## src/rtl/bin2bcd_pkg.sv

```systemverilog
// Shared types and helpers for the sequential binary-to-BCD converter.
package bin2bcd_pkg;

  typedef enum logic [1:0] {
    IDLE,
    SHIFT,
    DONE
  } state_e;

  localparam logic [3:0] BCD_ADJ_THRESH = 4'd5;

  // Decimal digits needed for 2^w-1; 1233/4096 approximates log10(2).
  function automatic int unsigned bcd_digits(input int unsigned w);
    return ((w * 1233) >> 12) + 1;
  endfunction

endpackage

```

## src/rtl/bin2bcd_seq_adj.sv

```systemverilog
// Per-digit add-3 cell used by bin2bcd_seq before every shift.
module bcd_digit_adj
  import bin2bcd_pkg::*;
(
  input  logic [3:0] x,
  output logic [3:0] y
);

  // Codes 10..15 never occur in a valid BCD digit; they map to 0.
  always_comb begin
    if (x < BCD_ADJ_THRESH) begin
      y = x;
    end else if (x <= 4'd9) begin
      y = x + 4'd3;
    end else begin
      y = '0;
    end
  end

endmodule

```

## src/rtl/bin2bcd_seq.sv

```systemverilog
// Iterative double-dabble binary-to-BCD converter, one shift per clock.
// Define BIN2BCD_SIGNED_EN to treat in_bin as two's complement (sign on sign_o).
module bin2bcd_seq
  import bin2bcd_pkg::*;
#(
  parameter  int unsigned W = 8,
  localparam int unsigned D = bcd_digits(W)
) (
  input  logic           clk,
  input  logic           rst,
  input  logic           in_valid,
  output logic           in_ready,
  input  logic [W-1:0]   in_bin,
  output logic           out_valid,
  input  logic           out_ready,
  output logic [4*D-1:0] out_bcd,
  output logic           sign_o
);

  localparam int unsigned CW = (W > 1) ? $clog2(W) : 1;

  state_e           state_q, state_d;
  logic [CW-1:0]    cnt_q, cnt_d;
  logic [W-1:0]     bin_q, bin_d;
  logic [4*D-1:0]   bcd_q, bcd_d;
  logic [4*D-1:0]   bcd_adj;
  logic [W-1:0]     load_mag;

  for (genvar g = 0; g < D; g++) begin : g_adj
    bcd_digit_adj u_adj (
      .x (bcd_q[4*g +: 4]),
      .y (bcd_adj[4*g +: 4])
    );
  end

`ifdef BIN2BCD_SIGNED_EN
  logic sign_q, sign_d;

  // -2^(W-1) negates to itself, which reads correctly as an unsigned magnitude.
  assign load_mag = in_bin[W-1] ? (~in_bin + 1'b1) : in_bin;
  assign sign_o   = sign_q;

  always_comb begin
    sign_d = sign_q;
    if (state_q == IDLE && in_valid) begin
      sign_d = in_bin[W-1];
    end
  end

  always_ff @(posedge clk) begin
    if (rst) begin
      sign_q <= 1'b0;
    end else begin
      sign_q <= sign_d;
    end
  end
`else
  assign load_mag = in_bin;
  assign sign_o   = 1'b0;
`endif

  always_comb begin
    state_d = state_q;
    cnt_d   = cnt_q;
    bin_d   = bin_q;
    bcd_d   = bcd_q;
    unique case (state_q)
      IDLE: begin
        if (in_valid) begin
          bin_d   = load_mag;
          bcd_d   = '0;
          cnt_d   = CW'(W - 1);
          state_d = SHIFT;
        end
      end
      SHIFT: begin
        {bcd_d, bin_d} = {bcd_adj[4*D-2:0], bin_q, 1'b0};
        cnt_d          = cnt_q - 1'b1;
        if (cnt_q == '0) begin
          state_d = DONE;
        end
      end
      DONE: begin
        if (out_ready) begin
          state_d = IDLE;
        end
      end
      default: state_d = IDLE;
    endcase
  end

  always_ff @(posedge clk) begin
    if (rst) begin
      state_q <= IDLE;
      cnt_q   <= '0;
      bin_q   <= '0;
      bcd_q   <= '0;
    end else begin
      state_q <= state_d;
      cnt_q   <= cnt_d;
      bin_q   <= bin_d;
      bcd_q   <= bcd_d;
    end
  end

  assign in_ready  = (state_q == IDLE);
  assign out_valid = (state_q == DONE);
  assign out_bcd   = bcd_q;

endmodule
```

## config.mk

```make
export PLATFORM = sky130hd
export DESIGN_NAME = bin2bcd_seq
export DESIGN_NICKNAME = d
export VERILOG_FILES = /design/src/rtl/bin2bcd_pkg.sv /design/src/rtl/bin2bcd_seq_adj.sv /design/src/rtl/bin2bcd_seq.sv
export SDC_FILE = /design/constraint.sdc
export NUM_CORES = 1
export LEC_CHECK = 0
export CAP_MARGIN = 10
export CORE_ASPECT_RATIO = 1.1
export CORE_MARGIN = 5
export CORE_UTILIZATION = 25
export CTS_CLUSTER_DIAMETER = 60
export DETAILED_ROUTE_END_ITERATION = 7
export PLACE_DENSITY = 0.5
export SYNTH_ARGS = -nofsm -noshare
export SYNTH_HDL_FRONTEND = slang
export SYNTH_SLANG_ARGS = --single-unit
```

## constraint.sdc

```tcl
create_clock -name clk -period 1.95 [get_ports clk]
set_input_delay 0.39 -clock clk [delete_from_list [all_inputs] [get_ports clk]]
set_output_delay 0.39 -clock clk [all_outputs]
set_load 0.01 [all_outputs]
```

==> run_results.csv <==
group,metric,value,unit
status,status,"finished clean",
layout,antenna_cells,0,
placement,detailed_place_hpwl,2260,um
logic_synthesis,synth_edf_count,0,
power_and_ir_drop,p_int,0.000809,W
setup_path,setup.worst_path.start,"state_q[1]$_SDFFE_PP0P_",
setup_path,reg2reg_depth,6,
logic_synthesis,async_flop_share,0,%
die,chipWidth,81.2,um
logic_synthesis,seq_area_frac_synth,35.9,%
routing,dr.pass1.iters,4,
logic_synthesis,yosys.area_share.simple,22.5,%
routing,vias_per_cell,4.46,
logic_synthesis,synth_mux_area_share,1.79,%
logic_synthesis,ys_warn_count,0,
routing,drt_iter0_markers,39,
clock_network,cts_made_buffers,3,
routing,vias,1194,
die,die_area,7180,um^2
logic_synthesis,synth_xor_area_share,1.88,%
clock_network,cts_resized,0,
setup_path,reg2reg_setup_slack,0.46,ns
layout,utilization,32.7,%
power_and_ir_drop,p_sw_share,28.4,%
logic_synthesis,syn_area,1400,um^2
logic_synthesis,synth_cell_types,44,
logic_synthesis,synth_fp_nets,187,
routing,drt-total-wl,3110,um
global_route,grt_pass1_vias,1199,
timing,finalMaxSlewViolations,0,
power_and_ir_drop,power_frac_seq,50.4,%
layout,final_nets,214,
routing,detail-route-antenna-nets,0,
clock_network,clk_latency,0.27,ns
routing,wl_per_cell,11.6,um
global_route,grt-ovfl-total,0,
global_route,grtUsageTotal,9.39,%
die,die_h,88.4,um
power_and_ir_drop,clock_power_share,27.8,%
clock_network,path_clk_slew,0.09,ns
global_route,grt_max_degree,15,
logic_synthesis,synth_top_family_by_area,"simple AND/OR/NAND/NOR gates",
timing,max_freq,539,MHz
setup_path,endpoint_kind,"primary output",
die,core-area,5400,um^2
timing,fin_skew,0.00338,ns
power_and_ir_drop,leakagePower,0.708,nW
setup_path,cp.required,1.56,ns
setup_path,reg2reg_to,"out_bcd[6]$_SDFFE_PP0P_",
setup_path,r2r_start,"out_bcd[4]$_SDFFE_PP0P_",
clock_network,ctsRootBufferMaster,"clkbuf_8",
timing,finalCriticalPeriod,1.86,ns
power_and_ir_drop,vdd_drop_max,0.235,mV
global_route,grt_first_pass_wirelength,5350,um
die,io_pins,27,
setup_path,crit_type,"reg -> out",
logic_synthesis,ys_seq_elements,25,
setup_path,crit_fanout,7,
routing,drc,0,
run,maxCapViolCount,0,
clock_network,cts_setup_buffers,0,
setup_path,cp-endpoint,"out_valid",
setup_path,critPathLaunchType,"flip-flop",
timing,final-hold-violation-count,0,
layout,drive_above_1_share,9.84,%
layout,mostFrequentLayoutCell,"nor2_1",
clock_network,cts-htree-levels,1,
layout,area.growth.synth_to_final,26.6,%
clock_network,cts_tree,"done",
logic_synthesis,ys_dominant_reg_cell,"dfxtp_1",
layout,layout_common_cells,"nor2_1 (30), dfxtp_1 (25), clkdlybuf4s50_1 (25), inv_1 (13), ha_1 (8)",
timing,finalCritPeriodShare,95.2,%
power_and_ir_drop,power_density,640,nW/um^2
global_route,antenna_found_initial,0,
layout,instances_no_fill,268,
timing,grt_setup_unrepaired,"no",
die,initial_core_util,25.9,%
logic_synthesis,synth_adder_area_share,7.17,%
setup_path,worstPathArrival,1.47,ns
timing,setup_violations,0,
die,fp-row-count,28,
logic_synthesis,syn_inst,167,
clock_network,ctsHoldBuffers,0,
placement,gp_congestion,0.780,
clock_network,clockBufferDepth,2,
power_and_ir_drop,power_frac_comb,21.8,%
power_and_ir_drop,power_switching,0.000321,W
clock_network,cts.sinks,25,
timing,setup_tns,0,ns
min_path,hold_path.class,"reg -> reg",
placement,io_buffers,25,
logic_synthesis,avgSynthCellArea,8.35,um^2
placement,dpl.cell_count,264,
logic_synthesis,synth_compound_area_share,21.2,%
## kinds of logic (layout without fill, tap and decap cells)
group / after synthesis / after routing
simple gates: 62 / 62
compound gates: 41 / 41
flops: 25 / 25
buf+inv: 25 / 51
fa+ha+maj: 8 / 8
xor+xnor: 3 / 3
mux: 2 / 2
other cells: 1 / 1
## power groups by stage
| stage | sequential (W) | clock, W | combinational [W] |
|---|---|---|---|
| after CTS | 0.000570 | 0.000322 | 0.000250 |
| final | 0.000570 | 0.000314 | 0.000247 |
| after global placement | 0.000582 | 0 | 0.000249 |
| after detailed placement | 0.000581 | 0 | 0.000249 |
| after global routing | 0.000575 | 0.000345 | 0.000278 |
| after floorplan | 0.000573 | 0 | 0.000189 |
## state kept, by name (all words and copies together), names as in the netlist
| signal | cells |
|---|---|
| bin_q | 8 |
| out_bcd | 12 |
| cnt_q | 3 |
| state_q | 2 |
## through the flow
stage	hold WS [ns]	power, W	area (um^2)	worst slack [ns]
6_report	0.483	0.00113	1770	0.0942
5_1_grt	0.520	0.00120	1770	0.00470
4_1_cts	0.486	0.00114	1770	0.0751
3_5_place_dp	0.473	0.000830	1720	0.335
3_3_place_gp	0.466	0.000831	1720	0.351
2_1_floorplan	0.458	0.000763	1400	0.537
## worst min-delay path by stage
stage,cells past startpoint,slack (ns),from,to
floorplan,2,0.46,cnt_q[1]$_SDFFE_PP0P_,cnt_q[1]$_SDFFE_PP0P_
global placement,2,0.47,cnt_q[1]$_SDFFE_PP0P_,cnt_q[1]$_SDFFE_PP0P_
detailed placement,2,0.47,cnt_q[1]$_SDFFE_PP0P_,cnt_q[1]$_SDFFE_PP0P_
CTS,2,0.49,cnt_q[1]$_SDFFE_PP0P_,cnt_q[1]$_SDFFE_PP0P_
global route,2,0.52,cnt_q[2]$_SDFFE_PP0P_,cnt_q[2]$_SDFFE_PP0P_
finish,2,0.48,cnt_q[1]$_SDFFE_PP0P_,cnt_q[1]$_SDFFE_PP0P_
## synthesized netlist by cell type (2+ instances only)
master	count	area, um^2
nor4bb_1	2	20.0
nor2b_1	5	31.3
inv_1	13	48.8
xnor2_1	3	26.3
buf_4	2	15.0
nor2_1	30	113
buf_2	3	15.0
a21o_1	2	15.0
nand3b_1	2	15.0
a21oi_1	7	35.0
a22oi_1	2	15.0
buf_6	3	33.8
dfxtp_1	25	500
o22ai_1	5	31.3
o21ai_1	2	10.0
nand2_1	7	26.3
nand2b_1	2	12.5
a22o_1	2	17.5
nor3b_1	2	15.0
a221oi_2	2	30.0
o32ai_1	2	17.5
a2bb2oi_1	4	35.0
nor3_1	7	35.0
ha_1	8	100
o21ai_0	6	30.0
## final cells by class
cell class                      instances  area [um^2]
Tap cell                               75         93.8
Timing Repair Buffer                   32          303
Multi-Input combinational cell        117          764
Sequential cell                        25          500
Fill cell                             598         3630
Inverter                               15         58.8
Clock inverter                          1         5.00
Clock buffer                            3         41.3
## per-layer routing
layer | wire (um) | vias up | track usage (%)
met5 | 0 | - | 0
met4 | 19 | 0 | 3.23
met3 | 157 | 2 | 2.34
met2 | 1350 | 26 | 14.9
met1 | 1580 | 539 | 12.4
li1 | - | 627 | -
## critical path, stage by stage, from the launching register on
cell and delay, ns:
dfxtp_1 0.44, nor2b_1 0.19, clkdlybuf4s50_1 0.56
(Power assumes the default switching activity.)
